==> src/rtl/matrix_result_streamer_if.sv <==
// matrix_result_streamer_if
//   Valid/ready stream carrying the result matrix C out of the MAC
//   read-out block towards the host bridge / UART packer.
//
//   Signals:
//     m_valid     word on m_data is valid
//     m_ready     consumer accepts the word
//     m_data      stream word (DATA_W bits)
//     m_row_last  beat is the last element of a matrix row
//     m_last      beat is the final beat of the run
//
//   Modports:
//     master  the streamer (drives valid/data/flags, samples ready)
//     slave   the consumer
interface matrix_result_streamer_if #(
  parameter int DATA_W = 32
) ();

  logic              m_valid;
  logic              m_ready;
  logic [DATA_W-1:0] m_data;
  logic              m_row_last;
  logic              m_last;

  modport master (
    output m_valid,
    output m_data,
    output m_row_last,
    output m_last,
    input  m_ready
  );

  modport slave (
    input  m_valid,
    input  m_data,
    input  m_row_last,
    input  m_last,
    output m_ready
  );

endinterface

==> src/rtl/matrix_result_streamer.sv <==
// matrix_result_streamer
//   Read-out end of the 3x3 matrix MAC datapath. After the MAC finishes,
//   a start pulse makes this block read the N*N result words of C
//   (row-major, index i*N+j) through a synchronous-read memory port and
//   stream them out one at a time, marking row and matrix boundaries.
//
//   Parameters:
//     N       matrix dimension (N*N words per run)
//     DATA_W  element / stream word width
//     ADDR_W  read address width, 2^ADDR_W >= N*N
//
//   Ports:
//     clk      rising-edge clock
//     reset    asynchronous active-high reset
//     start    begin a run (only looked at while idle)
//     busy     high whenever a run is in progress
//     done     one-cycle pulse after the final beat has been accepted
//     rd_en    memory read strobe
//     rd_addr  memory read address
//     rd_data  memory read data, valid the cycle after rd_en
//     m_if     stream master (valid/ready, data, row/matrix last flags)
//
//   Optional feature (macro MATRIX_STREAM_CHECKSUM_EN):
//     appends one extra beat carrying the modulo-2^DATA_W sum of all
//     elements; m_last then marks that checksum beat instead of the last
//     data beat.
module matrix_result_streamer #(
  parameter int N      = 3,
  parameter int DATA_W = 32,
  parameter int ADDR_W = 4
) (
  input  logic                    clk,
  input  logic                    reset,
  input  logic                    start,
  output logic                    busy,
  output logic                    done,
  output logic                    rd_en,
  output logic [ADDR_W-1:0]       rd_addr,
  input  logic [DATA_W-1:0]       rd_data,
  matrix_result_streamer_if.master m_if
);

  localparam int ELEMS = N * N;
  localparam int IDX_W = (ELEMS > 1) ? $clog2(ELEMS) : 1;
  localparam int COL_W = (N > 1) ? $clog2(N) : 1;
  localparam logic [IDX_W-1:0] LAST_IDX = IDX_W'(ELEMS - 1);
  localparam logic [COL_W-1:0] LAST_COL = COL_W'(N - 1);

`ifdef MATRIX_STREAM_CHECKSUM_EN
  typedef enum logic [2:0] {
    IDLE,
    ISSUE,
    CAPTURE,
    SEND,
    CSUM,
    DONE_STATE
  } state_t;
`else
  typedef enum logic [2:0] {
    IDLE,
    ISSUE,
    CAPTURE,
    SEND,
    DONE_STATE
  } state_t;
`endif

  state_t state;
  state_t state_next;

  logic [IDX_W-1:0]  idx;
  logic [COL_W-1:0]  col;
  logic              valid_q;
  logic [DATA_W-1:0] data_q;
  logic              row_last_q;
  logic              last_q;
  logic              handshake;
`ifdef MATRIX_STREAM_CHECKSUM_EN
  logic [DATA_W-1:0] sum;
`endif

  // Outputs are all registered (or decoded from state), so m_ready never
  // reaches an output combinationally.
  assign m_if.m_valid    = valid_q;
  assign m_if.m_data     = data_q;
  assign m_if.m_row_last = row_last_q;
  assign m_if.m_last     = last_q;

  assign handshake = valid_q & m_if.m_ready;
  assign busy      = (state != IDLE);
  assign rd_en     = (state == ISSUE);
  // Address is only meaningful during the strobe; parked at 0 otherwise.
  assign rd_addr   = (state == ISSUE) ? ADDR_W'(idx) : '0;

  always_ff @(posedge clk or posedge reset) begin
    if (reset) begin
      state <= IDLE;
    end else begin
      state <= state_next;
    end
  end

  always_comb begin
    state_next = state;
    case (state)
      IDLE:       if (start) state_next = ISSUE;
      ISSUE:      state_next = CAPTURE;
      CAPTURE:    state_next = SEND;
      SEND: begin
        if (handshake) begin
          if (idx != LAST_IDX) begin
            state_next = ISSUE;
          end else begin
`ifdef MATRIX_STREAM_CHECKSUM_EN
            state_next = CSUM;
`else
            state_next = DONE_STATE;
`endif
          end
        end
      end
`ifdef MATRIX_STREAM_CHECKSUM_EN
      CSUM:       if (handshake) state_next = DONE_STATE;
`endif
      DONE_STATE: state_next = IDLE;
      default:    state_next = IDLE;
    endcase
  end

  // Counters and the stream output register. The read issued in ISSUE
  // returns during CAPTURE, which is where the word is latched.
  always_ff @(posedge clk or posedge reset) begin
    if (reset) begin
      idx        <= '0;
      col        <= '0;
      valid_q    <= 1'b0;
      data_q     <= '0;
      row_last_q <= 1'b0;
      last_q     <= 1'b0;
      done       <= 1'b0;
`ifdef MATRIX_STREAM_CHECKSUM_EN
      sum        <= '0;
`endif
    end else begin
      case (state)
        IDLE: begin
          done <= 1'b0;
          if (start) begin
            idx <= '0;
            col <= '0;
`ifdef MATRIX_STREAM_CHECKSUM_EN
            sum <= '0;
`endif
          end
        end
        CAPTURE: begin
          data_q     <= rd_data;
          valid_q    <= 1'b1;
          row_last_q <= (col == LAST_COL);
`ifdef MATRIX_STREAM_CHECKSUM_EN
          last_q     <= 1'b0;
`else
          last_q     <= (idx == LAST_IDX);
`endif
        end
        SEND: begin
          if (handshake) begin
`ifdef MATRIX_STREAM_CHECKSUM_EN
            sum <= sum + data_q;
`endif
            if (idx != LAST_IDX) begin
              idx     <= idx + 1'b1;
              col     <= (col == LAST_COL) ? '0 : col + 1'b1;
              valid_q <= 1'b0;
            end else begin
`ifdef MATRIX_STREAM_CHECKSUM_EN
              // Checksum beat follows straight on without dropping valid.
              data_q     <= sum + data_q;
              last_q     <= 1'b1;
              row_last_q <= 1'b0;
`else
              // Drop valid now so the accepted last beat is not re-offered.
              valid_q    <= 1'b0;
`endif
            end
          end
        end
`ifdef MATRIX_STREAM_CHECKSUM_EN
        CSUM: begin
          if (handshake) valid_q <= 1'b0;
        end
`endif
        DONE_STATE: begin
          valid_q <= 1'b0;
          done    <= 1'b1;
        end
        default: ;
      endcase
    end
  end

endmodule

==> src/flat_wrapper.sv <==
// flat-port wrapper written by rule: the top's interface ports become plain ports
module matrix_result_streamer_flat 
#(
  parameter int N      = 3,
  parameter int DATA_W = 32,
  parameter int ADDR_W = 4
)
  (clk, reset, start, busy, done, rd_en, rd_addr, rd_data, m_if_m_valid, m_if_m_data, m_if_m_row_last, m_if_m_last, m_if_m_ready);
  matrix_result_streamer_if #(.DATA_W(DATA_W)) m_if_i ();
  input  logic clk;
  input  logic reset;
  input  logic start;
  output logic busy;
  output logic done;
  output logic rd_en;
  output logic [ADDR_W-1:0] rd_addr;
  input  logic [DATA_W-1:0] rd_data;
  output wire logic [$bits(m_if_i.m_valid)-1:0] m_if_m_valid;
  output wire logic [$bits(m_if_i.m_data)-1:0] m_if_m_data;
  output wire logic [$bits(m_if_i.m_row_last)-1:0] m_if_m_row_last;
  output wire logic [$bits(m_if_i.m_last)-1:0] m_if_m_last;
  input wire logic [$bits(m_if_i.m_ready)-1:0] m_if_m_ready;
  assign m_if_m_valid = m_if_i.m_valid;
  assign m_if_m_data = m_if_i.m_data;
  assign m_if_m_row_last = m_if_i.m_row_last;
  assign m_if_m_last = m_if_i.m_last;
  assign m_if_i.m_ready = m_if_m_ready;
  matrix_result_streamer #(.N(N), .DATA_W(DATA_W), .ADDR_W(ADDR_W)) u_core (.clk(clk), .reset(reset), .start(start), .busy(busy), .done(done), .rd_en(rd_en), .rd_addr(rd_addr), .rd_data(rd_data), .m_if(m_if_i));
endmodule
==> config.mk <==
export PLATFORM = sky130hd
export DESIGN_NAME = matrix_result_streamer_flat
export DESIGN_NICKNAME = d
export VERILOG_FILES = /design/src/rtl/matrix_result_streamer_if.sv /design/src/rtl/matrix_result_streamer.sv /design/src/flat_wrapper.sv
export SDC_FILE = /design/constraint.sdc
export NUM_CORES = 1
export LEC_CHECK = 0
export CAP_MARGIN = 20
export CORE_UTILIZATION = 40
export DETAILED_ROUTE_END_ITERATION = 12
export PLACE_DENSITY = 0.75
export SYNTH_ARGS = -nofsm -noshare
export SYNTH_HDL_FRONTEND = slang
export SYNTH_SLANG_ARGS = --single-unit
==> constraint.sdc <==
create_clock -name clk -period 3.6 [get_ports clk]
set_clock_uncertainty 0.1 [all_clocks]
set_input_delay 0.54 -clock clk [delete_from_list [all_inputs] [get_ports clk]]
set_output_delay 0.54 -clock clk [all_outputs]
set_load 0.05 [all_outputs]
# [Word level (Yosys, flattened, before mapping)]
# Cells that the tools add are included.
# W data, S select, Z words.
[totals] regBits=45 latch_bits=0 mem_bits_rw=0 mem_bits_ro=0 input_bits=36 output_inout_bits=42 elab_cells=46 memories=0
[classes] addsub=2 mul=0 div=0 magnitude_cmp=0 n_eq_ne=10 shifts=0 n_mux=17 n_bitwise=1 reduce_logical=8
[op_table] op="$mux W4" count=4
[op_table] op="$pmux W3 S4" count=1
[op_table] op="$mux W3" count=3
[op_table] op="$mux W2" count=4
[op_table] op="$pmux W4 S2" count=1
[op_table] op="$eq A3 B2 Y1 const B" count=2
[op_table] op="$reduce_bool A3 Y1" count=2
[op_table] op="$add A4 B1 Y4 const B" count=1
[op_table] op="$eq A4 B4 Y1 const B" count=1
[op_table] op="$ne A2 B1 Y1 const B" count=2
[op_table] op="$ne A4 B4 Y1 const B" count=1
[op_table] op="$pmux W2 S2" count=1
[op_table] op="$reduce_and A2 Y1" count=2
[op_table] op="$reduce_and A4 Y1" count=1
[op_table] op="$reduce_bool A2 Y1" count=2
[op_table] op="$eq A3 B1 Y1 const B" count=1
[op_table] op="$eq A3 B3 Y1 const B" count=1
[op_table] op="$logic_not A3 Y1" count=1
[op_table] op="$pmux W1 S3" count=1
[op_table] op="$add A2 B1 Y2 const B" count=1
[op_table] op="$eq A2 B2 Y1 const B" count=1
[op_table] op="$ne A2 B2 Y1 const B" count=1
[op_table] op="$pmux W1 S2" count=1
[op_table] op="$and A1 B1 Y1" count=1
[op_table] op="$mux W1" count=1

# [Longest topological paths before layout]
# Gate-level depths: netlist (run 1).
[depth] ltp_word=5 mapped_depth=6 ltp_nobuf=6

# [Worst setup path before layout (run 1)]
# Ideal clock, no wire load.
[synth_path] path_kind="register -> output" start="register u_core.state[2]" end="output rd_addr[0]" t_arrival_ns=2.452 t_required_ns=2.960 path_slack_ns=0.508 stages_incl_launch_ff=4 n_path_buf=1 path_cell_list="dfrtp_1 buf_2 nor3b_1 and2_1"
[synth_between] elab_chain_len=2
[synth_lines] item="start: declaration" line="matrix_result_streamer.sv:68" rtl="state_t state;"
[synth_lines] item="start signal: assignment" line="matrix_result_streamer.sv:99" rtl="state <= state_next;"
[synth_lines] item="$eq A3 B1 Y1"
[synth_lines] item="via rd_en" line="flat_wrapper.sv:15" rtl="output logic rd_en;"
[synth_lines] item="$mux W4" line="matrix_result_streamer.sv:93" rtl="assign rd_addr = (state == ISSUE) ? ADDR_W'(idx) : '0;"
[synth_lines] item="end: declaration" line="flat_wrapper.sv:16" rtl="output logic [ADDR_W-1:0] rd_addr;"
# The timed path passes the listed nets, and every way through them passes these cells.

# [Final worst setup path (run 1)]
[layout_path] start="register u_core.state[2]" end="output rd_addr[3]"
[layout_between] elab_chain_len=2
[layout_lines] item="$eq A3 B1 Y1" line="matrix_result_streamer.sv:93"
[layout_lines] item="$mux W4" line="matrix_result_streamer.sv:93"
# No other way between the ends.

==> impl_metrics.ini, run 1 <==
[outcome]
outcome = finished, violations left
violations = DRC

[power]
p_clk_share_pct = 13.7
p_seq_share_pct = 30.8
ir_drop_mv = 0.453
comb_power_share_pct = 55.5
intPower_mw = 1.54
p_switching_mw = 1.24
power_density_nw_per_um2 = 991
leakage_nw = 1.15
p_total_mw = 2.77
p_sw_share_pct = 44.6

[drt]
drc = 20
firstDrtPassIters = 8
route.vias.total = 1342
wl_per_cell_microns = 14.4
drt-total-wl_microns = 3880
drt-initial-drc-count = 77
vias_per_cell = 4.99
postRouteAntennaNets = 0

[finish]
diodes = 0
synthToLayoutAreaGrowth_pct = 47.9
layout.nets = 254
drive_above_1_share_pct = 19.4

[synthesis]
yosys-top-cells-count = 45 x dfrtp_1, 32 x mux2_2, 8 x o21ai_0, 5 x inv_1, 5 x nand2_1
synth_warnings = 0
synth_top_cells_by_area = dfrtp_1 60%, mux2_2 19%, o21ai_0 2.1%, buf_6 1.8%, nand3b_1 1.6%
synth-edff-count = 0
postSynthCellCount = 137
syn-num-nets = 175
synth_top_area_share_pct = 59.6
synth_area_sq_um = 1890
ys_seq_area_share_pct = 59.6
synth_most_common_cell = dfrtp_1
synth_top_cell_by_area = dfrtp_1
yosysUniqueCellTypes = 30
synth_flop_cell = dfrtp_1
async_flop_share_pct = 100
syn_area_per_cell_sq_um = 13.8
ys_ff_latch = 45

[sta]
max_freq_mhz = 346
relSlewSlack_pct = 40.0
setup_viol = 0
hold_slack_ns = 0.397
rsz0062_at_grt = no
slew_violations = 0
period_share_pct = 80.2
period_needed_ns = 2.89
worst_pin_slew_ns = 0.899
tns_ns = 0
hold_violations = 0
setup_slack_ns = 0.712

[global_routing]
grt_pass1_wl_microns = 6540
globalRouteTotalUtil_pct = 16.9
grt_pass1_vias = 1431
overflow = 0
grt_max_degree = 46
grt_antenna_before_repair = 0

[floorplanning]
row_count = 24
die_w_microns = 70.8
start_util_pct = 42.5
chipHeight_microns = 70.8
ios = 78
core_sq_um = 4440
die-area_sq_um = 5010

[clocking]
clk_pin_slew_ns = 0.07
cts_resized = 0
cts-buffers-inserted = 5
cts.sinks = 45
clkLatencyLatePin_ns = 0.29
hold_buffers = 0
cts_buffer_depth = 2
cts_tree = done
postCtsSetupBuffers = 0
h-tree-depth = 2
root_buffer = clkbuf_8

[placed_design]
pre_cts_slack_ns = 1.01
place_congestion = 0.888
io_buffers = 77
dp_hpwl_microns = 2820

[worst_setup_path]
start_kind = flip-flop
path_class = flip-flop to output port
critical_path_peak_fanout = 13
critPathRequiredTime_ns = 2.96
path_cells = nor3b_1 > and2_1 > clkdlybuf4s50_1
crit_path_end_kind = output port
max_stage_delay_ns = 0.81
slowest_stage = clkdlybuf4s50_1
worst_ep_arrival_time_ns = 2.25

[run]
maxCapViolCount = 0

[min_path]
hold_class = flip-flop to flip-flop
## metal layers
layer / global-route usage, % / vias to the layer above / wire length, microns
li1: - / 638 / -
met1: 20.9 / 635 / 1680
met2: 28.2 / 63 / 1780
met3: 6.55 / 6 / 379
met4: 3.78 / 0 / 50
met5: 0 / - / 0
## area by class of cell
type,count,area [sq um]
flip-flops and latches,45,1130
inverters,5,18.8
clock buffers,7,86.3
well taps,52,65.1
multi-input cells,81,692
fillers,349,1650
repair buffers,78,778
clock inverters,1,30.0
## final timing paths
kind,start,endpoint,slack (ns),depth (start not counted)
worst max-delay path,u_core.state[2],rd_addr[3],0.71,3
worst min-delay path,u_core.m_if.m_data[20],u_core.m_if.m_data[20],0.40,1
worst max register to register,u_core.idx[0],u_core.idx[0],1.80,6
worst min register to register,u_core.m_if.m_data[20],u_core.m_if.m_data[20],0.40,1
max in group asynchronous,reset,u_core.m_if.m_data[17],2.17,2
min in group asynchronous,reset,u_core.m_if.m_data[26],0.67,2
## stage by stage
step	cells	cell area (sq um)	utilization (%)
2_1_floorplan	137	1890	-
3_3_place_gp	261	2680	60.3
3_5_place_dp	261	2680	60.3
4_1_cts	269	2800	62.9
5_1_grt	269	2800	62.9
6_report	269	2800	62.9
## state kept, by name (all words and copies together), names as in the netlist
signal and flops:
u_core.m_if.m_data 32, u_core.state 3, u_core.col 2, u_core.idx 4
u_core.done 1, u_core.m_if.m_last 1, u_core.m_if.m_row_last 1, u_core.m_if.m_valid 1
## critical path: cells and delay by family, from the launching register on
kind / cells / cell delay, ns
buffers and inverters: 1 / 0.81
flip-flops: 1 / 0.51
AND/OR/NAND/NOR: 2 / 0.64
## power by group through the flow
stage | sequential, mW | clock [mW] | combinational, mW
after floorplan | 1.52 | 0 | 0.374
after global placement | 0.851 | 0 | 1.53
after detailed placement | 0.866 | 0 | 1.55
after CTS | 0.856 | 0.395 | 1.55
after global routing | 0.888 | 0.425 | 1.61
final | 0.854 | 0.378 | 1.54
## cells in the final DEF, fill, tap and decap left out
cell / netlist / routed
a21o_1: 1 / 1
a21oi_1: 1 / 1
a221oi_1: 1 / 1
a22o_1: 1 / 1
a22oi_1: 1 / 1
and2_1: 4 / 4
and3b_1: 2 / 2
and4_1: 1 / 1
buf_4: 2 / 1
bufinv_16: 0 / 1
clkbuf_1: 0 / 1
clkbuf_8: 0 / 6
clkdlybuf4s50_1: 0 / 77
dfrtp_1: 45 / 45
ha_1: 2 / 2
inv_1: 5 / 4
inv_2: 0 / 1
mux2_1: 2 / 2
mux2_2: 32 / 32
mux2i_1: 1 / 1
nand2_1: 5 / 5
nand3_1: 3 / 3
nand3b_1: 4 / 4
nor2_1: 4 / 4
nor3_1: 1 / 1
nor3b_1: 1 / 1
nor3b_4: 1 / 1
o211ai_1: 1 / 1
o21ai_0: 8 / 8
o21bai_1: 1 / 1
o31ai_1: 1 / 1
or2_1: 1 / 1
or3_1: 1 / 1
## cell families (layout without fill, tap and decap cells)
logic type,Yosys count,in the layout,synth area share (%)
adder cells (fa/ha/maj),2,2,1.32
AO/OA/AOI/OAI,16,16,5.30
multiplexers,35,35,20.8
AND/OR/NAND/NOR,28,28,9.20
buffers and inverters,11,91,3.84
flip-flops,45,45,59.6
No activity file was read; power rests on OpenSTA's default activity.
==> inputs of run 2 (changes only) <==
- CORE_UTILIZATION: 40 -> 38
- clock period: 3.6 -> 2.4 ns (I/O delays scaled with it)
==> run 2 against run 1 <==
  * The flow now finishes without violations
  * Die area is 5.1% higher
  * Critical path depth is 1 lower
  * Final cell count grew 6.7%
  * Setup slack lost 0.64 ns
==> impl_metrics.ini, run 2 (synthesis results as in run 1) <==
[worst_setup_path]
slowest_stage = clkdlybuf4s50_1
critPathRequiredTime_ns = 1.94
path_class = flip-flop to output port
critical_path_peak_fanout = 9
worst_ep_arrival_time_ns = 1.87
max_stage_delay_ns = 0.71
start_kind = flip-flop
crit_path_end_kind = output port
path_cells = or3_1 > clkdlybuf4s50_1

[sta]
period_share_pct = 97.1
slew_violations = 0
setup_viol = 0
relSlewSlack_pct = 65.7
tns_ns = 0
hold_slack_ns = 0.245
worst_pin_slew_ns = 0.513
max_freq_mhz = 429
rsz0062_at_grt = no
hold_violations = 0
period_needed_ns = 2.33

[global_routing]
globalRouteTotalUtil_pct = 14.8
grt_pass1_vias = 1214
overflow = 0
grt_max_degree = 36
grt_antenna_before_repair = 0
grt_pass1_wl_microns = 5840

[floorplanning]
start_util_pct = 39.8
die-area_sq_um = 5260
chipHeight_microns = 72.5
core_sq_um = 4750
ios = 78
row_count = 25
die_w_microns = 72.5

[finish]
synthToLayoutAreaGrowth_pct = 48.6
drive_above_1_share_pct = 22.7
largest_reg_flops = 32
final_cell_mix = 72 x clkdlybuf4s50_1, 45 x dfrtp_1, 32 x mux2_2
n_fill_cell = 429
layout.nets = 257
diodes = 0
mostFrequentLayoutCell = clkdlybuf4s50_1

[drt]
wl_per_cell_microns = 12.9
firstDrtPassIters = 4
route.vias.total = 1357
drt-initial-drc-count = 34
postRouteAntennaNets = 0
drc = 0
vias_per_cell = 4.73
drt-total-wl_microns = 3700

[clocking]
h-tree-depth = 2
hold_buffers = 0
cts.sinks = 45
cts_resized = 0
root_buffer = clkbuf_8
clk_pin_slew_ns = 0.08
cts-buffers-inserted = 5
postCtsSetupBuffers = 0
cts_buffer_depth = 2
cts_tree = done
clkLatencyLatePin_ns = 0.29

[run]
maxCapViolCount = 0

[power]
power_density_nw_per_um2 = 1430
leakage_nw = 1.16
ir_drop_mv = 0.617

[outcome]
outcome = complete, no violations

[placed_design]
place_congestion = 0.843
io_buffers = 77
dp_hpwl_microns = 2680

[min_path]
hold_class = input port to async pin
## run 2: cell type report
type,instances,area [sq um],share of cell area [%]
sequential,45,1130,40.1
timing repair buffer,81,801,28.5
multi-input combinational,81,697,24.8
tap,67,83.8,2.98
clock buffer,7,76.3,2.72
inverter,5,18.8,0.668
clock inverter,1,7.51,0.267
## run 2: path summary, 6_finish.rpt
check | start | to | slack (ns) | cells past startpoint
setup / recovery | u_core.state[0] | busy | 0.07 | 2
hold / removal | reset | u_core.m_if.m_data[25] | 0.25 | 2
setup reg to reg | u_core.idx[0] | u_core.idx[0] | 0.62 | 6
hold reg to reg | u_core.m_if.m_data[31] | u_core.m_if.m_data[31] | 0.39 | 1
max in group asynchronous | reset | u_core.m_if.m_data[2] | 1.42 | 3
min in group clk | u_core.m_if.m_data[31] | u_core.m_if.m_data[31] | 0.39 | 1
## run 2: where the power goes
part           internal [mW]  leakage, nW  switching (mW)
registers               1.09        0.537           0.181
logic                  0.883        0.581            1.42
clock network          0.206       0.0385           0.242
total                   2.17         1.16            1.84
## run 2: critical path: cells and delay by family, from the launching register on
| kind | cells | cell delay [ns] |
|---|---|---|
| buf+inv | 1 | 0.71 |
| simple gates | 1 | 0.39 |
| flops | 1 | 0.48 |
## run 2: per-layer routing
layer	track usage [%]	wire (microns)
met5	0	0
met1	19.8	1640
met3	3.47	282
met2	22.9	1720
met4	6.54	65
## run 2: per-stage QoR
| stage | std cells | power [mW] | util, % | worst slack, ns | instance area (sq um) |
|---|---|---|---|---|---|
| after floorplan | 137 | 2.85 | - | 0.0769 | 1900 |
| after global placement | 279 | 3.58 | 57.3 | 0.413 | 2730 |
| after detailed placement | 279 | 3.60 | 57.3 | 0.410 | 2730 |
| after CTS | 287 | 4.06 | 59.1 | 0.0596 | 2810 |
| after global routing | 287 | 4.22 | 59.1 | 0.0263 | 2810 |
| final | 287 | 4.01 | 59.1 | 0.0706 | 2810 |
